`src/rtl/cpu_pkg.sv`:
```
// Shared definitions for the 8-bit CPU: machine-state encoding, opcodes and decode helpers.
package cpu_pkg;

    localparam int unsigned DATA_W   = 8;
    localparam int unsigned ADDR_W   = 8;
    localparam int unsigned OPCODE_W = 4;

    typedef enum logic [1:0] {
        FETCH  = 2'b00,
        DECODE = 2'b01,
        EXEC_A = 2'b10,
        EXEC_B = 2'b11
    } state_t;

    localparam logic [OPCODE_W-1:0] OP_NOP = 4'h0;
    localparam logic [OPCODE_W-1:0] OP_LDI = 4'h8;
    localparam logic [OPCODE_W-1:0] OP_JMP = 4'hC;
    localparam logic [OPCODE_W-1:0] OP_JC  = 4'hD;
    localparam logic [OPCODE_W-1:0] OP_JZ  = 4'hE;
    localparam logic [OPCODE_W-1:0] OP_HLT = 4'hF;

    // Opcodes that carry an operand byte following the instruction byte.
    function automatic logic is_two_byte(input logic [OPCODE_W-1:0] opcode);
        return (opcode == OP_LDI) || (opcode == OP_JMP) ||
               (opcode == OP_JC)  || (opcode == OP_JZ);
    endfunction

endpackage

```
`src/rtl/cpu_sequencer.sv`:
```
// Instruction sequencer: owns pc/ir, fetches over a req/ack handshake,
// walks FETCH/DECODE/EXEC_A/EXEC_B, resolves jumps and stops on HLT.
module cpu_sequencer
    import cpu_pkg::*;
(
    input  logic       clk,
    input  logic       reset,
    input  logic       mem_ack,
    input  logic [7:0] mem_rdata,
    input  logic       c,
    input  logic       z,
    output logic       mem_req,
    output logic [7:0] mem_addr,
    output logic [7:0] instruction,
    output logic [1:0] state,
    output logic [7:0] operand,
    output logic       exec_valid,
    output logic       halted
);

    state_t                st;
    logic [ADDR_W-1:0]     pc;
    logic [OPCODE_W-1:0]   opcode;
    logic                  two_byte;
    logic                  is_hlt;
    logic                  take_jump;
    logic                  active;

    // Opcode decode of the current instruction register.
    always_comb begin
        opcode    = instruction[7:4];
        two_byte  = is_two_byte(opcode);
        is_hlt    = (opcode == OP_HLT);
        take_jump = 1'b0;
        case (opcode)
            OP_JMP:  take_jump = 1'b1;
            OP_JC:   take_jump = c;
            OP_JZ:   take_jump = z;
            default: take_jump = 1'b0;
        endcase
    end

    // Request/valid are pure decodes of registered state, never of mem_ack.
    assign active     = !reset && !halted;
    assign mem_req    = active && ((st == FETCH) || ((st == EXEC_A) && two_byte));
    assign mem_addr   = active ? pc : 8'h00;
    assign exec_valid = active && (st != FETCH) && !((st == EXEC_A) && two_byte);
    assign state      = st;

    always_ff @(posedge clk) begin
        if (reset) begin
            st          <= FETCH;
            pc          <= 8'h00;
            instruction <= 8'h00;
            operand     <= 8'h00;
            halted      <= 1'b0;
        end else if (!halted) begin
            case (st)
                FETCH: begin
                    if (mem_ack) begin
                        instruction <= mem_rdata;
                        pc          <= pc + 8'd1;
                        st          <= DECODE;
                    end
                end
                DECODE: begin
                    if (is_hlt) begin
                        halted <= 1'b1;
                        st     <= FETCH;
                    end else begin
                        st <= EXEC_A;
                    end
                end
                EXEC_A: begin
                    if (!two_byte) begin
                        st <= EXEC_B;
                    end else if (mem_ack) begin
                        operand <= mem_rdata;
                        pc      <= pc + 8'd1;
                        st      <= EXEC_B;
                    end
                end
                EXEC_B: begin
                    if (take_jump) begin
                        pc <= operand;
                    end
                    st <= FETCH;
                end
                default: st <= FETCH;
            endcase
        end
    end

endmodule

```
`config.mk`:
```
export PLATFORM = sky130hd
export DESIGN_NAME = cpu_sequencer
export DESIGN_NICKNAME = d
export VERILOG_FILES = /design/src/rtl/cpu_pkg.sv /design/src/rtl/cpu_sequencer.sv
export SDC_FILE = /design/constraint.sdc
export NUM_CORES = 1
export LEC_CHECK = 0
export ABC_AREA = 1
export CELL_PAD_IN_SITES_DETAIL_PLACEMENT = 0
export CELL_PAD_IN_SITES_GLOBAL_PLACEMENT = 1
export CORE_ASPECT_RATIO = 1.2
export CORE_MARGIN = 5
export CORE_UTILIZATION = 31
export CTS_BUF_LIST = sky130_fd_sc_hd__clkbuf_8 sky130_fd_sc_hd__clkbuf_16
export DETAILED_ROUTE_END_ITERATION = 8
export PLACE_DENSITY = 0.84
export SYNTH_ARGS = -nofsm -noshare
export SYNTH_HDL_FRONTEND = slang
export SYNTH_SLANG_ARGS = --single-unit
```
`constraint.sdc`:
```
create_clock -name clk -period 1.7 [get_ports clk]
set_input_delay 0.34 -clock clk [delete_from_list [all_inputs] [get_ports clk]]
set_output_delay 0.34 -clock clk [all_outputs]
set_load 0.02 [all_outputs]
```
# Yosys cells after proc, flatten, opt, wreduce, memory -nomap -nowiden

Cells that the tools add are included.

$add $sub $neg: 1
Equal/unequal tests: 12
Multiplexer cells: 14
Bitwise gates (word level): 1
Reductions and logical operators: 19

Operator list:

| kind                                                                   | count |
|---|---|
| 8-bit 2-to-1 mux                                                       | 4 |
| 8-bit case mux with 3 select lines                                     | 1 |
| 4-bit equality test (second input constant)                            | 5 |
| 8-bit by 1-bit adder with 8-bit output (second input constant)         | 1 |
| 2-bit 2-to-1 mux                                                       | 4 |
| 2-bit case mux with 4 select lines                                     | 1 |
| 4-bit AND reduction                                                    | 2 |
| 2-bit inequality test (second input constant)                          | 3 |
| 3-bit AND reduction                                                    | 2 |
| 1-bit logical AND                                                      | 5 |
| 2-bit equality test (second input constant)                            | 2 |
| 1-bit logical OR                                                       | 4 |
| 1-bit logical NOT                                                      | 3 |
| 1-bit 2-to-1 mux                                                       | 3 |
| 3-bit inequality test (second input constant)                          | 1 |
| 1-bit case mux with 3 select lines                                     | 1 |
| 3-bit nonzero test                                                     | 1 |
| 2-bit by 1-bit equality test with 1-bit output (second input constant) | 1 |
| 2-bit logical NOT                                                      | 1 |
| 2-bit nonzero test                                                     | 1 |
| 1-bit NOT                                                              | 1 |

Register bits after elaboration: 27
Bits of input ports: 13
Output and inout bits: 29
Word-level logic and storage cells: 52

# Depth between registers and ports, before layout

Word-level depth: 7
Mapped depth: 9
Mapped depth without buffers: 9

# Least setup slack after synthesis

OpenSTA, ideal clock, no wires.

Kind: register -> output
From: register instruction[7]
To: output port mem_req
Arrival: 1173 ps
Required time: 1360 ps
Path slack: 187 ps
Cell stages (with the launch flop): 7
Path buffers: 0
Path through: dfxtp_1 inv_1 a21oi_2 nand2_1 nand2_1 nand2_1 nor2_1

Cells in the longest elaborated chain, start to end: 7
Elaborated cells on any way between the ends: 10
Classes of those cells: 4 x eq/ne; 6 x reduce/logical

Ends and longest elaborated chain:

| what                          | RTL line            | text |
|---|---|---|
| from (decl)                   | cpu_sequencer.sv:14 | `output logic [7:0] instruction,` |
| from (signal assigned)        | cpu_sequencer.sv:61 | `instruction <= mem_rdata;` |
| 4-bit equality test           | cpu_pkg.sv:24       | `return (opcode == OP_LDI) \|\| (opcode == OP_JMP) \|\|` |
| 1-bit logical OR (2 in a row) | cpu_pkg.sv:24       |  |
| 1-bit logical OR (*)          | cpu_pkg.sv:25       | `(opcode == OP_JC) \|\| (opcode == OP_JZ);` |
| 1-bit logical AND (*)         | cpu_sequencer.sv:45 | `assign mem_req = active && ((st == FETCH) \|\| ((st == EXEC_A) && two_byte));` |
| 1-bit logical OR (*)          | cpu_sequencer.sv:45 |  |
| 1-bit logical AND (*)         | cpu_sequencer.sv:45 |  |
| to (decl)                     | cpu_sequencer.sv:12 | `output logic mem_req,` |

Mark *: on every way between the ends. The rest lies on a longest branch, timed or not.

# Worst setup path in the final report

From: register instruction[4]
To: output port mem_req

Same word-level chain as after synthesis.

==> impl_results.md <==
* Total cell area at the placement stage at 1940 µm²
* Area added between synthesis and finish at 49.1%
* Most frequent cell on the critical path: sky130_fd_sc_hd__nand2_2
* Routed via count at 1412
* Iteration-0 DRC Markers at 65
* Clock buffers created by TritonCTS at 3
* Placer congestion estimate at 0.809
* Top cell type's share of synthesized area at 40.4%
* Via count of the first global-routing pass at 1306
* Synth Area per Inst at 6.46 µm²
* Static leakage power at 0.939 nW
* Core outline area at 4230 µm²
* Yosys synthesis warning count at 0
* Critical path arrival at 1290 ps
* Distinct cell type count after synthesis at 21
* Count of final max-slew check failures at 0
* Share of synthesized flip-flops with an asynchronous set or reset at 0%
* Fraction of power spent switching nets at 32.6%
* Final clock skew at 2.58 ps
* Share of cells above drive strength 1 at 18.4%
* Max stage delay cell, worst path: sky130_fd_sc_hd__dfxtp_4
* Maximum net fanout on the critical path at 4
* GRT Resource Usage Total at 12.2%
* Leading register cell type out of synthesis: sky130_fd_sc_hd__dfxtp_1
* Clock transition at the register clock pins on the worst setup and hold paths after CTS at 100 ps
* Root Driver: sky130_fd_sc_hd__clkbuf_8
* Share of the clock period used by the worst path at 95.8%
* Number of synthesized register bits at 27
* Detail Route Antenna Nets at 0
* Global-route wire length before repair at 5820 µm
* Portion of the post-synthesis area used by sequential elements at 40.4%
* Routed WL at 3450 µm
* Total grt overflow at 0
* Main area contributors after synthesis: sky130_fd_sc_hd__dfxtp_1 (40%), sky130_fd_sc_hd__nor2_1 (17%), sky130_fd_sc_hd__nand2_1 (10%)
* Critical path cell sequence: o21ai_4, nand2_1, nand2_2, nand2_2, nor2_2, buf_4
* Data required time at the worst endpoint at 1360 ps
* Clock share of power at 24.4%
* Net Switching at 0.523 mW
* Worst hold slack at 491 ps
* Cts hold-fix bufs at 0
* TritonCTS clock tree: built
* Number of setup violations in the final report at 0
* Initial Util at 31.6%
* Vert. Die Dim at 81.9 µm
* Run status: finished, final reports clean
* I/O Pins at 42
* Floorplan die width at 69.9 µm
* Cell area after synthesis at 1340 µm²
* Synthesized instance count at 207
* Classification of the worst setup path: flip-flop to primary output
* Transition at the pin with the smallest max-transition slack at 256 ps
* Total negative setup slack at 0 ps
* Most area-hungry cell type in the Yosys netlist: sky130_fd_sc_hd__dfxtp_1
* DRC violations left at 0
* Combinational group share of total power at 30.1%
* Setup repair bufs after CTS at 0
* Drt via density at 4.37
* Antenna diodes at 0
* Number of nets at the end of the flow at 282
* Pwr Density at 806 nW/µm²
* Num rows at 26
* Library cell with the highest instance count after synthesis: sky130_fd_sc_hd__nor2_1
* Hold WC Path Type: flip-flop to flip-flop
* Biggest cell delay along the critical path at 380 ps
* Maximum buffer depth of the clock tree at 2
* List of most frequent post-synthesis cells: sky130_fd_sc_hd__nor2_1 (59), sky130_fd_sc_hd__nand2_1 (37), sky130_fd_sc_hd__dfxtp_1 (27), sky130_fd_sc_hd__o21ai_0 (24), sky130_fd_sc_hd__inv_1 (21)
* Critical Path Start Type: flip-flop
* Relative contribution of sequential cells to total power at 45.5%
* Int Pwr at 1.08 mW
* Max Clock Freq at 614 MHz
* Final core utilization at 47.1%
* Max-capacitance violation count at 0
* Number of antenna violations at the first check in global routing at 0
* # port buffers at 41
* Total nets after synthesis at 221
* Number of levels in the clock H-tree at 1
* Final worst path period need at 1630 ps
* Post-route cell area at 1990 µm²
* Number of enable flip-flop cells after synthesis at 0
* Drt wl/cell at 10.7 µm
* Placed Cells at 319
* Total die area at 5730 µm²
* Sort of element at the end of the critical path: primary output
* Largest net degree at the start of global routing at 18
* Final hold viol count at 0
* RSZ-0062 raised after global routing: yes
* Number of iterations in the first detailed-routing pass at 4
* Skew-Pair Late Insertion Delay at 280 ps
* Worst max-slew margin expressed relative to the limit at 82.9%
* Non-filler instance count after layout at 323
* Placed wire-length estimate at 2720 µm
* Clock sink count at 27
* Peak supply drop at 433 µV
## per-layer routing
layer	vias to the layer above	share of wire, %	GRT usage, %
li1	777	-	-
met1	595	44	14.7
met2	38	51	22.9
met3	2	4.1	1.22
met4	0	0.81	4.02
met5	-	0	0
## sequential cells by signal, indices dropped and copies added (netlist names), named ones only
signal,flops
state,1
instruction,8
halted,1
pc,8
operand,8
## power groups by stage
stage / Clock (mW) / Combinational [mW] / Sequential [mW]
finish: 0.392 / 0.484 / 0.731
CTS: 0.408 / 0.480 / 0.728
floorplan: 0 / 0.218 / 0.779
global placement: 0 / 0.491 / 0.741
detailed placement: 0 / 0.494 / 0.741
global route: 0.439 / 0.538 / 0.740
## cells in the final DEF (no fill, tap or decap), types with 2 or more instances in the layout
master | synthesis | final
sky130_fd_sc_hd__dlymetal6s2s_1 | 0 | 3
sky130_fd_sc_hd__clkbuf_8 | 0 | 3
sky130_fd_sc_hd__buf_4 | 0 | 25
sky130_fd_sc_hd__dfxtp_2 | 0 | 2
sky130_fd_sc_hd__nor2_2 | 1 | 3
sky130_fd_sc_hd__nand2_2 | 0 | 2
sky130_fd_sc_hd__o21ai_0 | 24 | 24
sky130_fd_sc_hd__nand2_1 | 37 | 35
sky130_fd_sc_hd__nand3_1 | 9 | 9
sky130_fd_sc_hd__dlygate4sd2_1 | 0 | 5
sky130_fd_sc_hd__inv_2 | 2 | 2
sky130_fd_sc_hd__nand3_2 | 2 | 2
sky130_fd_sc_hd__buf_2 | 0 | 2
sky130_fd_sc_hd__inv_1 | 21 | 21
sky130_fd_sc_hd__clkdlybuf4s50_1 | 0 | 23
sky130_fd_sc_hd__dfxtp_1 | 27 | 24
sky130_fd_sc_hd__a21oi_1 | 13 | 13
sky130_fd_sc_hd__nor2_1 | 59 | 57
## stage by stage
stage                     power (mW)  setup slack, ps
after global placement          1.23             -497
after floorplan                0.998              187
after CTS                       1.62             3.23
after global routing            1.72            -41.9
after detailed placement        1.23             -546
final                           1.61             70.8
## cells by family after synthesis
logic type / synth area share (%)
flip-flops: 40.4
adder cells (fa/ha/maj): 0.936
AO/OA/AOI/OAI: 16.0
AND/OR/NAND/NOR: 33.6
buffers and inverters: 8.99
## final timing paths
kind	startpoint	end	slack [ps]	cells past startpoint
setup / recovery	instruction[4]	mem_req	70	6
hold / removal	pc[7]	pc[7]	490	2
setup reg to reg	pc[1]	pc[6]	280	8
hold reg to reg	pc[7]	pc[7]	490	2
## worst max-delay path, delay by kind of cell, from the launching register on
family / cells / cell delay, ps
flip-flops: 1 / 380
AND/OR/NAND/NOR: 4 / 340
AO/OA/AOI/OAI: 1 / 150
buffers and inverters: 1 / 140
## repair_timing
item | CTS | global route
pin swaps | 1 | 1
resized for setup | 58 | 9
setup endpoints to repair | 14 | 5
## layout make-up
class,count,area [µm²]
Multi-Input combinational cell,152,693
Inverter,24,91.3
Tap cell,56,70.1
Timing Repair Buffer,60,541
Sequential cell,27,547
Clock inverter,1,8.76
Fill cell,456,2240
Clock buffer,3,41.3
(Power assumes the default switching activity.)
